<file path="src/rtl/mario_jump_sequencer_if.sv">
// Vertical-step handshake between the jump sequencer (master) and the up/down mover (slave).
// step_dy is two's complement; negative moves Mario up the screen.
interface mario_jump_sequencer_if;
    logic       step_valid;
    logic       step_ready;
    logic [7:0] step_dy;

    modport master (
        output step_valid,
        output step_dy,
        input  step_ready
    );

    modport slave (
        input  step_valid,
        input  step_dy,
        output step_ready
    );
endinterface

</file>
<file path="src/rtl/mario_jump_sequencer.sv">
// Mario vertical-motion FSM: GROUNDED -> RISING -> APEX -> FALLING, one signed dy step per movement tick.
// Optional feature: define VARIABLE_JUMP_EN to let an early jump release (after MIN_RISE pixels) cut the rise short.
module mario_jump_sequencer #(
    parameter int JUMP_HEIGHT   = 120,
    parameter int RISE_STEP     = 4,
    parameter int HANG_TICKS    = 3,
    parameter int GRAVITY_TICKS = 4,
    parameter int FALL_STEP_MAX = 6
`ifdef VARIABLE_JUMP_EN
    ,
    parameter int MIN_RISE      = 40
`endif
) (
    input  logic                          vga_clock,
    input  logic                          reset,
    input  logic                          move_tick,
    input  logic                          jump,
    input  logic                          blocked_above,
    input  logic                          blocked_below,
    mario_jump_sequencer_if.master        step,
    output logic                          airborne,
    output logic [1:0]                    jump_state
);

    typedef enum logic [1:0] {
        GROUNDED = 2'd0,
        RISING   = 2'd1,
        APEX     = 2'd2,
        FALLING  = 2'd3
    } state_t;

    state_t      state, state_nx;
    logic [15:0] juice, juice_nx;
    logic [7:0]  fall_speed, fall_speed_nx;
    logic [7:0]  hang, hang_nx;
    logic [7:0]  gravity, gravity_nx;
    logic [15:0] rise_amt;
    logic        jump_q;
    logic        jump_pending;
    logic        issue;
    logic [7:0]  issue_dy;
    logic        tick_ok;
    logic        early_release;

    // A tick is honoured only when no offered step is stalled by the mover.
    assign tick_ok = move_tick && (!step.step_valid || step.step_ready);

    assign rise_amt = (juice < 16'(RISE_STEP)) ? juice : 16'(RISE_STEP);

`ifdef VARIABLE_JUMP_EN
    assign early_release = !jump && ((16'(JUMP_HEIGHT) - juice) >= 16'(MIN_RISE));
`else
    assign early_release = 1'b0;
`endif

    // NOTE: every always_comb output gets a default first, so no path can infer a latch.
    always_comb begin
        state_nx      = state;
        juice_nx      = juice;
        fall_speed_nx = fall_speed;
        hang_nx       = hang;
        gravity_nx    = gravity;
        issue         = 1'b0;
        issue_dy      = 8'd0;

        case (state)
            GROUNDED: begin
                if (!blocked_below) begin
                    state_nx      = FALLING;
                    fall_speed_nx = 8'd1;
                    gravity_nx    = 8'd0;
                end else if (jump_pending && !blocked_above) begin
                    state_nx = RISING;
                    juice_nx = 16'(JUMP_HEIGHT);
                end
            end
            RISING: begin
                if (blocked_above || (juice == 16'd0) || early_release) begin
                    state_nx = APEX;
                    hang_nx  = 8'(HANG_TICKS);
                end else begin
                    issue    = 1'b1;
                    issue_dy = 8'(16'd0 - rise_amt);
                    juice_nx = juice - rise_amt;
                end
            end
            APEX: begin
                if (hang == 8'd0) begin
                    state_nx      = FALLING;
                    fall_speed_nx = 8'd1;
                    gravity_nx    = 8'd0;
                end else begin
                    hang_nx = hang - 8'd1;
                end
            end
            FALLING: begin
                if (blocked_below) begin
                    state_nx      = GROUNDED;
                    fall_speed_nx = 8'd0;
                    gravity_nx    = 8'd0;
                end else begin
                    issue    = 1'b1;
                    issue_dy = fall_speed;
                    if (gravity == 8'(GRAVITY_TICKS - 1)) begin
                        gravity_nx    = 8'd0;
                        fall_speed_nx = (fall_speed >= 8'(FALL_STEP_MAX)) ? 8'(FALL_STEP_MAX)
                                                                          : fall_speed + 8'd1;
                    end else begin
                        gravity_nx = gravity + 8'd1;
                    end
                end
            end
            default: state_nx = GROUNDED;
        endcase
    end

    // NOTE: sequential state uses non-blocking assignments so every register samples pre-edge values.
    always_ff @(posedge vga_clock or negedge reset) begin
        if (!reset) begin
            state      <= GROUNDED;
            juice      <= 16'd0;
            fall_speed <= 8'd0;
            hang       <= 8'd0;
            gravity    <= 8'd0;
        end else if (tick_ok) begin
            state      <= state_nx;
            juice      <= juice_nx;
            fall_speed <= fall_speed_nx;
            hang       <= hang_nx;
            gravity    <= gravity_nx;
        end
    end

    // Only a fresh press while standing arms a jump; leaving the ground disarms it.
    always_ff @(posedge vga_clock or negedge reset) begin
        if (!reset) begin
            jump_q       <= 1'b0;
            jump_pending <= 1'b0;
        end else begin
            jump_q <= jump;
            if (state == GROUNDED && tick_ok && state_nx != GROUNDED) begin
                jump_pending <= 1'b0;
            end else if (state == GROUNDED && jump && !jump_q) begin
                jump_pending <= 1'b1;
            end
        end
    end

    // A new step on the handshake cycle replaces the accepted one without a bubble.
    always_ff @(posedge vga_clock or negedge reset) begin
        if (!reset) begin
            step.step_valid <= 1'b0;
            step.step_dy    <= 8'd0;
        end else if (tick_ok && issue) begin
            step.step_valid <= 1'b1;
            step.step_dy    <= issue_dy;
        end else if (step.step_ready) begin
            step.step_valid <= 1'b0;
            step.step_dy    <= 8'd0;
        end
    end

    assign jump_state = state;
    assign airborne   = (state != GROUNDED);

endmodule
</file>
<file path="src/flat_wrapper.sv">
// flat-port wrapper written by rule: the top's interface ports become plain ports
module mario_jump_sequencer_flat 
#(
    parameter int JUMP_HEIGHT   = 120,
    parameter int RISE_STEP     = 4,
    parameter int HANG_TICKS    = 3,
    parameter int GRAVITY_TICKS = 4,
    parameter int FALL_STEP_MAX = 6

)
  (vga_clock, reset, move_tick, jump, blocked_above, blocked_below, airborne, jump_state, step_step_valid, step_step_dy, step_step_ready);
  mario_jump_sequencer_if step_i ();
  input  logic vga_clock;
  input  logic reset;
  input  logic move_tick;
  input  logic jump;
  input  logic blocked_above;
  input  logic blocked_below;
  output logic airborne;
  output logic [1:0] jump_state;
  output wire logic [$bits(step_i.step_valid)-1:0] step_step_valid;
  output wire logic [$bits(step_i.step_dy)-1:0] step_step_dy;
  input wire logic [$bits(step_i.step_ready)-1:0] step_step_ready;
  assign step_step_valid = step_i.step_valid;
  assign step_step_dy = step_i.step_dy;
  assign step_i.step_ready = step_step_ready;
  mario_jump_sequencer #(.JUMP_HEIGHT(JUMP_HEIGHT), .RISE_STEP(RISE_STEP), .HANG_TICKS(HANG_TICKS), .GRAVITY_TICKS(GRAVITY_TICKS), .FALL_STEP_MAX(FALL_STEP_MAX)) u_core (.vga_clock(vga_clock), .reset(reset), .move_tick(move_tick), .jump(jump), .blocked_above(blocked_above), .blocked_below(blocked_below), .step(step_i), .airborne(airborne), .jump_state(jump_state));
endmodule
</file>
<file path="config.mk">
export PLATFORM = sky130hd
export DESIGN_NAME = mario_jump_sequencer_flat
export DESIGN_NICKNAME = d
export VERILOG_FILES = /design/src/rtl/mario_jump_sequencer_if.sv /design/src/rtl/mario_jump_sequencer.sv /design/src/flat_wrapper.sv
export SDC_FILE = /design/constraint.sdc
export NUM_CORES = 1
export LEC_CHECK = 0
export CAP_MARGIN = 20
export CORE_MARGIN = 2
export CORE_UTILIZATION = 44
export CTS_CLUSTER_DIAMETER = 150
export CTS_CLUSTER_SIZE = 20
export DETAILED_ROUTE_END_ITERATION = 8
export RECOVER_POWER = 100
export SETUP_SLACK_MARGIN = 0.5
export SLEW_MARGIN = 10
export SYNTH_ARGS = -nofsm -noshare
export SYNTH_HDL_FRONTEND = slang
export SYNTH_SLANG_ARGS = --single-unit
</file>
<file path="constraint.sdc">
create_clock -name vga_clock -period 2.3 [get_ports vga_clock]
set_clock_uncertainty 0.05 [all_clocks]
set_input_delay 0.345 -clock vga_clock [delete_from_list [all_inputs] [get_ports vga_clock]]
set_output_delay 0.345 -clock vga_clock [all_outputs]
set_load 0.005 [all_outputs]
</file>
==> results of run 1 <==
-- routing by layer --
metal / wire [µm] / track usage [%] / vias to the layer above
met2: 4480 / 36.6 / 73
met1: 4420 / 36.3 / 1580
met5: 0 / 0 / -
li1: - / - / 1492
met4: 173 / 7.30 / 0
met3: 391 / 2.99 / 16
-- synthesized netlist by cell type (3+ instances only) --
cell type,n
dfrtp_1,53
o21ai_0,33
nand2_1,24
nor2_1,21
inv_1,18
a21oi_1,17
o31ai_1,13
nor3_1,12
ha_1,11
nand2b_1,9
a31oi_1,8
clkbuf_1,8
nor2b_1,8
nand3_1,7
o41ai_1,6
and3_1,5
mux2_2,5
or3_1,5
and2_1,4
nor4_1,4
o211ai_1,4
or4_1,4
a21boi_0,3
buf_2,3
mux2i_1,3
o21bai_1,3
-- state kept, by name, summed over array words and instances, names as in the netlist --
| name | cells |
|---|---|
| u_core.jump_q | 1 |
| u_core.gravity | 8 |
| u_core.step.step_valid | 1 |
| u_core.hang | 8 |
| u_core.jump_state | 2 |
| u_core.jump_pending | 1 |
| u_core.juice | 16 |
| u_core.step.step_dy | 8 |
| u_core.fall_speed | 8 |
-- logic make-up (layout without fill, tap and decap cells) --
| family | after synthesis | after routing | synth area share [%] |
|---|---|---|---|
| flops | 53 | 53 | 42.0 |
| buf+inv | 31 | 141 | 4.08 |
| mux | 8 | 8 | 2.73 |
| fa+ha+maj | 11 | 11 | 4.36 |
| compound gates | 115 | 116 | 24.9 |
| simple gates | 119 | 119 | 21.2 |
| xor+xnor | 2 | 2 | 0.555 |
| other cells | 1 | 1 | 0.119 |
-- power by group through the flow --
stage               clock [W]  sequential [W]  combinational (W)
CTS                  0.000687         0.00123            0.00234
detailed placement          0         0.00127            0.00178
finish               0.000674         0.00124            0.00249
floorplan                   0         0.00126            0.00108
global placement            0         0.00127            0.00176
global route         0.000730         0.00126            0.00269
-- repair_timing --
action / 4_1_cts / 5_1_grt
pin swaps: 24 / 17
setup endpoints to repair: 53 / 55
hold buffers: 1 / 0
resized for setup: 74 / 44
gates cloned: 1 / 1
endpoints found under the hold margin: 23 / 0
setup buffers: 33 / 13
-- metrics by stage --
step	hold slack [ps]	std cells	setup TNS [ps]	util [%]
after detailed placement	336	490	-33.9	57.4
after global placement	344	490	0	57.4
after global routing	512	547	0	69.3
final	478	547	0	69.3
after CTS	443	533	0	67.1
after floorplan	-0.591	340	0	-
-- layout by cell type (no fill, tap or decap), types with 7 or more instances in the layout --
cell	count
o21ai_0	13
a21oi_1	11
o21ai_1	12
dlygate4sd3_1	11
dfrtp_1	49
nand3_1	8
buf_6	17
buf_4	70
nor3_1	10
o31ai_2	9
inv_1	15
o21ai_2	7
ha_1	7
nand2_1	19
nand2b_1	9
nor2_1	21
-- critical path, delay by kind of cell, from the launching register on --
kind / cells / cell delay, ps
AOI/OAI and AO/OA: 1 / 60
and+or+nand+nor: 3 / 1200
DFF: 1 / 420
muxes: 1 / 320
-- worst max-delay path by stage --
stage | startpoint | to | slack (ps)
6_report | u_core.juice[8] | u_core.hang[0] | 140
5_1_grt | u_core.hang[0] | u_core.gravity[5] | 60
4_1_cts | u_core.juice[8] | u_core.step.step_dy[6] | 180
3_5_place_dp | blocked_above | u_core.juice[6] | -30
3_3_place_gp | blocked_above | u_core.juice[6] | 20
2_1_floorplan | u_core.jump_state[0] | u_core.juice[6] | 50
-- layout make-up --
| class | instances | share of cell area (%) |
|---|---|---|
| clock inverters | 1 | 0.631 |
| well taps | 96 | 2.52 |
| flip-flops and latches | 53 | 28.0 |
| repair buffers | 115 | 20.5 |
| multi-input cells | 257 | 45.1 |
| clock buffers | 7 | 1.81 |
| inverters | 18 | 1.47 |
==> flow_metrics.env, run 1 <==
export IMPL_status="completed"
export IMPL_finalMaxSlewViolations=0
export IMPL_p_clk_share_pct=15.3
export IMPL_numCtsBuffers=5
export IMPL_dp_slack_ps=-27.6
export IMPL_gp_congestion=0.864
export IMPL_cts_sinks=53
export IMPL_timing_slew_headroom_pct=50.0
export IMPL_grt_pass1_vias=2989
export IMPL_critical_path_class="reg2reg"
export IMPL_synth_edf_count=0
export IMPL_grt_max_degree=30
export IMPL_die_w_um=88.7
export IMPL_portBuffers=18
export IMPL_place_detailed_hpwl_mm=5.89
export IMPL_num_vias=3161
export IMPL_grt_usage_pct=24.3
export IMPL_netlist_instances=340
export IMPL_p_switching_w=0.00174
export IMPL_ys_warn_count=0
export IMPL_drtPass1Iterations=4
export IMPL_viasPerCell=5.78
export IMPL_design_core_area_um2=6870
export IMPL_clk_path_buf_depth=2
export IMPL_drc=0
export IMPL_min_to="u_core.hang[5]"
export IMPL_async_flop_share_pct=100
export IMPL_setup_viol_count_final=0
export IMPL_min_period_ps=2160
export IMPL_critPathMaxFanout=3
export IMPL_synth_flop_cell="dfrtp_1"
export IMPL_seq_area_um2=1330
export IMPL_power_density_nw_per_um2=926
export IMPL_hold_depth=1
export IMPL_synth_seq_cells=53
export IMPL_yosysTopAreaCellShare_pct=42.0
export IMPL_syn_area_um2=3160
export IMPL_area_growth_syn_to_layout_pct=50.7
export IMPL_die_area_um2=7870
export IMPL_hold_path_class="reg2reg"
export IMPL_startpoint_type="flip-flop"
export IMPL_fill_cells=535
export IMPL_finalInstanceArea_um2=4760
export IMPL_synth_seq_area_share_pct=42.0
export IMPL_multi_input_area_um2=2140
export IMPL_dpl_cell_area_um2=3950
export IMPL_routed_wl_mm=9.46
export IMPL_netlist_top_cells_area="dfrtp_1 (42%), o21ai_0 (5.2%), ha_1 (4.4%)"
export IMPL_clk_pin_slew_ps=90
export IMPL_io_pins=19
export IMPL_syn_area_per_cell_um2=9.28
export IMPL_peakVddDrop_uv=688
export IMPL_synth_nets=358
export IMPL_clk_latency_ps=320
export IMPL_fmax_mhz=463
export IMPL_end_kind="flip-flop"
export IMPL_cp_required_ps=2450
export IMPL_final_hold_violation_count=0
export IMPL_cts_root_buffer_cell="clkbuf_8"
export IMPL_drt_iter0_drc=202
export IMPL_internal_power_w=0.00267
export IMPL_hp_start="u_core.hang[5]"
export IMPL_tightest_slew_ps=750
export IMPL_critical_path_arrival_ps=2310
export IMPL_fin_ws_ps=140
export IMPL_fin_crit_sh_pct=93.9
export IMPL_cap_viol_max_count=0
export IMPL_nNetsFinal=468
export IMPL_diodes=0
export IMPL_rsz0062_at_grt="true"
export IMPL_rows=30
export IMPL_p_leak_nw=2.09
export IMPL_start_util_pct=46.0
export IMPL_overflow=0
export IMPL_wl_per_cell_um=17.3
export IMPL_power_total_w=0.00441
export IMPL_cts_tree="yes"
export IMPL_ant_nets=0
export IMPL_seqPwrFrac_pct=28.1
export IMPL_cp_slowest_stage_delay_ps=560
export IMPL_worst_r2r_cell_count=5
export IMPL_p_comb_share_pct=56.6
export IMPL_antenna_found_initial=0
export IMPL_path_cells="nor4_4 -> and4_4 -> a21oi_4 -> or4_1 -> mux2_1"
export IMPL_sw_frac_of_total_pct=39.5
export IMPL_r2r_start="u_core.juice[8]"
export IMPL_r2r_slack_ps=140
export IMPL_ctsHtreeMaxLevel=2
export IMPL_slowest_stage="or4_1"
export IMPL_layout_drive_gt1_share_pct=41.0
export IMPL_dieHeight_um=88.7
export IMPL_yosys_area_top_type="dfrtp_1"
export IMPL_synthDistinctLibCells=66
export IMPL_grt_pass1_wl_mm=15.1
export IMPL_rr_endpoint="u_core.hang[0]"
Power figures use the tool's default switching activity.
==> run 2, diff against run 1 <==
--- a/config.mk
+++ b/config.mk
@@ -5,6 +5,7 @@
 export SDC_FILE = /design/constraint.sdc
 export NUM_CORES = 1
 export LEC_CHECK = 0
+export ABC_AREA = 1
 export CAP_MARGIN = 20
 export CORE_MARGIN = 2
 export CORE_UTILIZATION = 44
==> constraint.sdc (replaced) <==
create_clock -name vga_clock -period 2.44 [get_ports vga_clock]
set_clock_uncertainty 0.05 [all_clocks]
set_input_delay 0.366 -clock vga_clock [delete_from_list [all_inputs] [get_ports vga_clock]]
set_output_delay 0.366 -clock vga_clock [all_outputs]
set_load 0.005 [all_outputs]
==> flow_metrics.env, run 2 <==
export IMPL_yosysMostFrequentCell="nand2_1"
export IMPL_synth_seq_cells=53
export IMPL_async_flop_share_pct=100
export IMPL_status="completed"
export IMPL_cp_num_buf_inv=3
export IMPL_grt_pass1_wl_mm=11.8
export IMPL_min_period_ps=2000
export IMPL_numCtsBuffers=5
export IMPL_rows=30
export IMPL_netlist_top_cells_area="dfrtp_1 (43%), nand2_1 (14%), nor2_1 (6.1%)"
export IMPL_critical_path_class="reg2out"
export IMPL_portBuffers=18
export IMPL_syn_area_per_cell_um2=7.61
export IMPL_synth_nets=425
export IMPL_grt_max_degree=25
export IMPL_io_pins=19
export IMPL_place_detailed_hpwl_mm=4.79
export IMPL_dpl_cell_area_um2=3400
export IMPL_synth_edf_count=0
export IMPL_viasPerCell=4.88
export IMPL_cp_required_ps=2020
export IMPL_synth_top_cells_by_count="nand2_1 (114), dfrtp_1 (53), nor2_1 (50)"
export IMPL_p_leak_nw=1.79
export IMPL_finalInstanceArea_um2=3690
export IMPL_num_vias=2667
export IMPL_cts_tree="yes"
export IMPL_setup_tns_ps=0
export IMPL_clk_latency_ps=300
export IMPL_routed_wl_mm=6.61
export IMPL_fin_crit_sh_pct=81.9
export IMPL_largest_reg_flops=16
export IMPL_p_clk_share_pct=16.3
export IMPL_slowest_stage="dlygate4sd3_1"
export IMPL_grt_usage_pct=19.2
export IMPL_ys_warn_count=0
export IMPL_largest_register="u_core.juice"
export IMPL_diodes=0
export IMPL_dieHeight_um=87.9
export IMPL_final_hold_violation_count=0
export IMPL_yosysTopAreaCellShare_pct=42.8
export IMPL_drt_iter0_drc=107
export IMPL_fmax_mhz=500
export IMPL_critPathTopFamily="buffers and inverters"
export IMPL_syn_area_um2=3100
export IMPL_timing_slew_headroom_pct=16.7
export IMPL_ctsHtreeMaxLevel=2
export IMPL_design_core_area_um2=6790
export IMPL_critPathMaxFanout=5
export IMPL_rsz0062_at_grt="true"
export IMPL_finalMaxSlewViolations=0
export IMPL_peakVddDrop_uv=444
export IMPL_area_growth_syn_to_layout_pct=19.0
export IMPL_sw_frac_of_total_pct=41.9
export IMPL_netlist_instances=407
export IMPL_synthDistinctLibCells=37
export IMPL_yosys_area_top_type="dfrtp_1"
export IMPL_start_util_pct=45.6
export IMPL_p_switching_w=0.00130
export IMPL_cts_sinks=53
export IMPL_p_comb_share_pct=46.2
export IMPL_end_kind="primary output"
export IMPL_synth_flop_cell="dfrtp_1"
export IMPL_layout_cells_most_common="nand2_1"
export IMPL_path_cells="buf_4 -> clkbuf_1 -> dlygate4sd3_1"
export IMPL_gp_congestion=0.864
export IMPL_dp_slack_ps=272
export IMPL_seqPwrFrac_pct=37.4
export IMPL_clk_pin_slew_ps=90
export IMPL_drtPass1Iterations=4
export IMPL_hold_path_class="reg2reg"
export IMPL_overflow=0
export IMPL_power_density_nw_per_um2=842
export IMPL_wl_per_cell_um=12.1
export IMPL_cts_root_buffer_cell="clkbuf_8"
export IMPL_die_w_um=87.9
export IMPL_startpoint_type="flip-flop"
export IMPL_antenna_found_initial=0
export IMPL_ant_nets=0
export IMPL_tightest_slew_ps=1250
export IMPL_internal_power_w=0.00180
export IMPL_drc=0
export IMPL_cp_slowest_stage_delay_ps=580
export IMPL_synth_seq_area_share_pct=42.8
export IMPL_layout_drive_gt1_share_pct=15.6
export IMPL_die_area_um2=7730
export IMPL_grt_pass1_vias=2577
export IMPL_critical_path_arrival_ps=1580
export IMPL_cap_viol_max_count=0
export IMPL_setup_viol_count_final=0
export IMPL_final_cell_mix="nand2_1 (110), nor2_1 (47), dfrtp_1 (46)"
export IMPL_fin_ws_ps=442
export IMPL_clk_path_buf_depth=2
export IMPL_nNetsFinal=468
-- run 2: cells by family after synthesis --
logic type	count (synthesis)	share of synthesized area (%)
buffers and inverters	55	7.07
AO/OA/AOI/OAI	61	11.5
other	1	0.121
flip-flops	53	42.8
XOR/XNOR	10	2.83
adder cells (fa/ha/maj)	11	4.44
AND/OR/NAND/NOR	216	31.3
-- run 2: power by group through the flow --
stage,registers [W],logic (W),clock network [W]
2_1_floorplan,0.00115,0.000911,0
3_3_place_gp,0.00118,0.00123,0
3_5_place_dp,0.00119,0.00123,0
4_1_cts,0.00116,0.00137,0.000529
5_1_grt,0.00119,0.00165,0.000561
6_report,0.00116,0.00144,0.000507
-- run 2: per-stage QoR --
step / power (W) / hold slack (ps) / instances / util (%)
floorplan: 0.00206 / 20.4 / 407 / -
global placement: 0.00241 / 335 / 522 / 50.0
detailed placement: 0.00242 / 340 / 522 / 50.0
CTS: 0.00306 / 436 / 534 / 52.8
global route: 0.00339 / 445 / 546 / 54.3
finish: 0.00310 / 421 / 546 / 54.3
-- run 2: path summary, 6_finish.rpt --
| kind | end | from | cells past startpoint | slack, ps |
|---|---|---|---|---|
| max reg2reg | u_core.juice[6] | u_core.jump_state[0] | 12 | 450 |
| min | u_core.step.step_dy[5] | u_core.step.step_dy[5] | 2 | 420 |
| max in group asynchronous | u_core.step.step_dy[0] | reset | 3 | 640 |
| min reg2reg | u_core.step.step_dy[5] | u_core.step.step_dy[5] | 2 | 420 |
| max | jump_state[0] | u_core.jump_state[0] | 3 | 440 |
| min in group asynchronous | u_core.juice[5] | reset | 2 | 800 |
-- run 2: layout make-up --
class / count / area (µm²)
fill: 660 / 3110
tap: 96 / 120
inverter: 52 / 199
clock buffer: 7 / 86.3
timing repair buffer: 39 / 322
multi-input combinational: 299 / 1620
sequential: 53 / 1340
-- run 2: worst register-to-register path: cells and delay by family (launching register included) --
family / cells / cell delay (ps)
simple gates: 5 / 470
fa+ha+maj: 1 / 280
buf+inv: 5 / 620
flops: 1 / 420
compound gates: 1 / 60
-- run 2: what timing repair did --
action                                  CTS  global route
endpoints found under the hold margin    14             0
endpoints found under the setup margin   23            43
pin swaps                                 2             4
resized for setup                        16            23
buffers inserted                          4            12
hold buffers                              1             0
-- run 2: per-layer routing --
metal | wire length (µm) | GRT usage [%] | up-vias
met5 | 0 | 0 | -
met4 | 38 | 5.73 | 0
met3 | 197 | 4.15 | 4
met2 | 3210 | 31.3 | 41
met1 | 3160 | 25.9 | 1232
li1 | - | - | 1390
==> run 3, diff against run 2 <==
==> constraint.sdc (replaced) <==
create_clock -name vga_clock -period 1.6 [get_ports vga_clock]
set_clock_uncertainty 0.05 [all_clocks]
set_input_delay 0.24 -clock vga_clock [delete_from_list [all_inputs] [get_ports vga_clock]]
set_output_delay 0.24 -clock vga_clock [all_outputs]
set_load 0.005 [all_outputs]
==> flow_metrics.env, run 3 (synthesized netlist as in run 2, its figures left out) <==
export IMPL_die_area_um2=7730
export IMPL_critical_path_class="reg2reg"
export IMPL_p_switching_w=0.00287
export IMPL_antenna_found_initial=0
export IMPL_cp_required_ps=1810
export IMPL_ctsHtreeMaxLevel=2
export IMPL_min_period_ps=1860
export IMPL_dieHeight_um=87.9
export IMPL_peakVddDrop_uv=664
export IMPL_rows=30
export IMPL_numCtsBuffers=5
export IMPL_layout_drive_gt1_share_pct=44.8
export IMPL_cts_sinks=53
export IMPL_place_detailed_hpwl_mm=5.53
export IMPL_clk_latency_ps=320
export IMPL_drtPass1Iterations=4
export IMPL_tightest_slew_ps=750
export IMPL_start_util_pct=45.6
export IMPL_clk_pin_slew_ps=110
export IMPL_drt_iter0_drc=112
export IMPL_violations="setup timing"
export IMPL_cts_root_buffer_cell="clkbuf_8"
export IMPL_path_cells="buf_4 -> buf_4 -> ha_4 -> buf_4 -> buf_6 -> nand3_4 -> buf_8 -> nand2_2 -> nand2_2 -> nand3_2 -> a21oi_2"
export IMPL_setup_viol_count_final=52
export IMPL_critPathMostFrequentCell="buf_4"
export IMPL_overflow=0
export IMPL_viasPerCell=4.93
export IMPL_finalMaxSlewViolations=0
export IMPL_top_layer="met4"
export IMPL_largest_register="u_core.juice"
export IMPL_critPathTopFamily="buffers and inverters"
export IMPL_wl_met3_um=190
export IMPL_slowest_stage="dfrtp_2"
export IMPL_clk_path_buf_depth=2
export IMPL_grt_usage_pct=20.8
export IMPL_portBuffers=18
export IMPL_r2r_slack_ps=-260
export IMPL_sw_frac_of_total_pct=42.3
export IMPL_wl_met2_mm=4.40
export IMPL_critPathMaxFanout=4
export IMPL_p_leak_nw=2.40
export IMPL_final_hold_violation_count=0
export IMPL_end_kind="flip-flop"
export IMPL_met1_length_mm=3.75
export IMPL_rr_endpoint="u_core.jump_pending"
export IMPL_startpoint_type="flip-flop"
export IMPL_seqPwrFrac_pct=25.3
export IMPL_power_total_w=0.00678
export IMPL_grt_max_degree=54
export IMPL_critical_path_arrival_ps=2070
export IMPL_cp_num_buf_inv=5
export IMPL_fin_ws_ps=-261
export IMPL_cts_tree="yes"
export IMPL_layout_cells_most_common="buf_4"
export IMPL_final_cell_mix="buf_4 (87), nand2_1 (86), dfrtp_1 (52)"
export IMPL_ant_nets=0
export IMPL_p_clk_share_pct=11.7
export IMPL_drc=0
export IMPL_routed_wl_mm=8.45
export IMPL_design_core_area_um2=6790
export IMPL_status="finished, violations left"
export IMPL_p_comb_share_pct=63.0
export IMPL_gp_congestion=0.883
export IMPL_diodes=0
export IMPL_hold_depth=2
export IMPL_rsz0062_at_grt="true"
export IMPL_fin_crit_sh_pct=116
export IMPL_timing_slew_headroom_pct=50.0
export IMPL_die_w_um=87.9
export IMPL_internal_power_w=0.00391
export IMPL_cp_num_cells=11
export IMPL_hp_start="u_core.step.step_dy[3]"
export IMPL_r2r_start="u_core.jump_state[0]"
export IMPL_whs_ps=425
export IMPL_power_density_nw_per_um2=1390
export IMPL_grt_pass1_vias=2928
export IMPL_dp_cells=600
export IMPL_cp_slowest_stage_delay_ps=430
export IMPL_cap_viol_max_count=0
export IMPL_instances_no_fill=641
export IMPL_setup_tns_ps=-8240
export IMPL_hold_path_class="reg2reg"
export IMPL_largest_reg_flops=16
export IMPL_worst_r2r_cell_count=11
export IMPL_nNetsFinal=562
export IMPL_io_pins=19
export IMPL_grt_pass1_wl_mm=12.7
export IMPL_num_vias=3160
export IMPL_fmax_mhz=537
export IMPL_wl_per_cell_um=13.2
export IMPL_min_to="u_core.step.step_dy[3]"
export IMPL_area_growth_syn_to_layout_pct=57.3
[run 3: cell count changes in the layout (fill, tap and decap cells not counted), sizes merged, moves of 2 or more]
cell,before,now
buf,16,121
dlygate4sd3,12,2
clkbuf,12,10
clkinv,0,2
[run 3: area by class of cell]
type / instances / area (µm²)
Tap cell: 96 / 120
Sequential cell: 53 / 1330
Fill cell: 543 / 1920
Multi-Input combinational cell: 300 / 2010
Clock buffer: 5 / 68.8
Inverter: 52 / 228
Clock inverter: 3 / 21.3
Timing Repair Buffer: 132 / 1090
[run 3: through the flow]
| stage | utilization (%) | setup WS, ps | cell area, µm² |
|---|---|---|---|
| 2_1_floorplan | - | -99.7 | 3190 |
| 3_3_place_gp | 60.4 | -212 | 4100 |
| 3_5_place_dp | 60.4 | -235 | 4100 |
| 4_1_cts | 64.7 | -194 | 4400 |
| 5_1_grt | 71.7 | -358 | 4870 |
| 6_report | 71.7 | -261 | 4870 |
[run 3: how the worst max path moves through the flow]
stage                               startpoint                  end  slack [ps]
after floorplan           u_core.jump_state[1]      u_core.juice[0]        -100
after global placement           blocked_below      u_core.juice[4]        -210
after detailed placement         blocked_below      u_core.juice[6]        -240
after CTS                       u_core.hang[1]    u_core.gravity[3]        -190
after global routing      u_core.jump_state[0]      u_core.juice[8]        -360
final                     u_core.jump_state[0]  u_core.jump_pending        -260
[run 3: metal layers]
metal	up-vias	track usage, %
li1	1585	-
met3	10	3.20
met4	0	5.17
met5	-	0
met2	33	37.1
met1	1532	26.4
[run 3: power groups by stage]
stage	combinational, W	clock [W]	sequential (W)
6_report	0.00427	0.000795	0.00172
3_5_place_dp	0.00289	0	0.00173
3_3_place_gp	0.00285	0	0.00172
4_1_cts	0.00331	0.000816	0.00170
2_1_floorplan	0.00152	0	0.00177
5_1_grt	0.00461	0.000847	0.00173
[run 3: repair_timing]
action                                  in CTS  in global routing
pin swaps                                    9                 38
gates resized for setup                     90                102
endpoints found under the setup margin      64                 64
setup buffers                               13                 18
hold buffers                                 1                  0
cloned                                       1                  0
endpoints found under the hold margin       53                  0
[run 3: worst register-to-register path, cell delays in order, from the launching register on]
cell,delay (ps)
dfrtp_2,430
buf_4,140
buf_4,130
ha_4,160
buf_4,130
buf_6,120
nand3_4,130
buf_8,160
nand2_2,60
nand2_2,70
nand3_2,80
a21oi_2,140
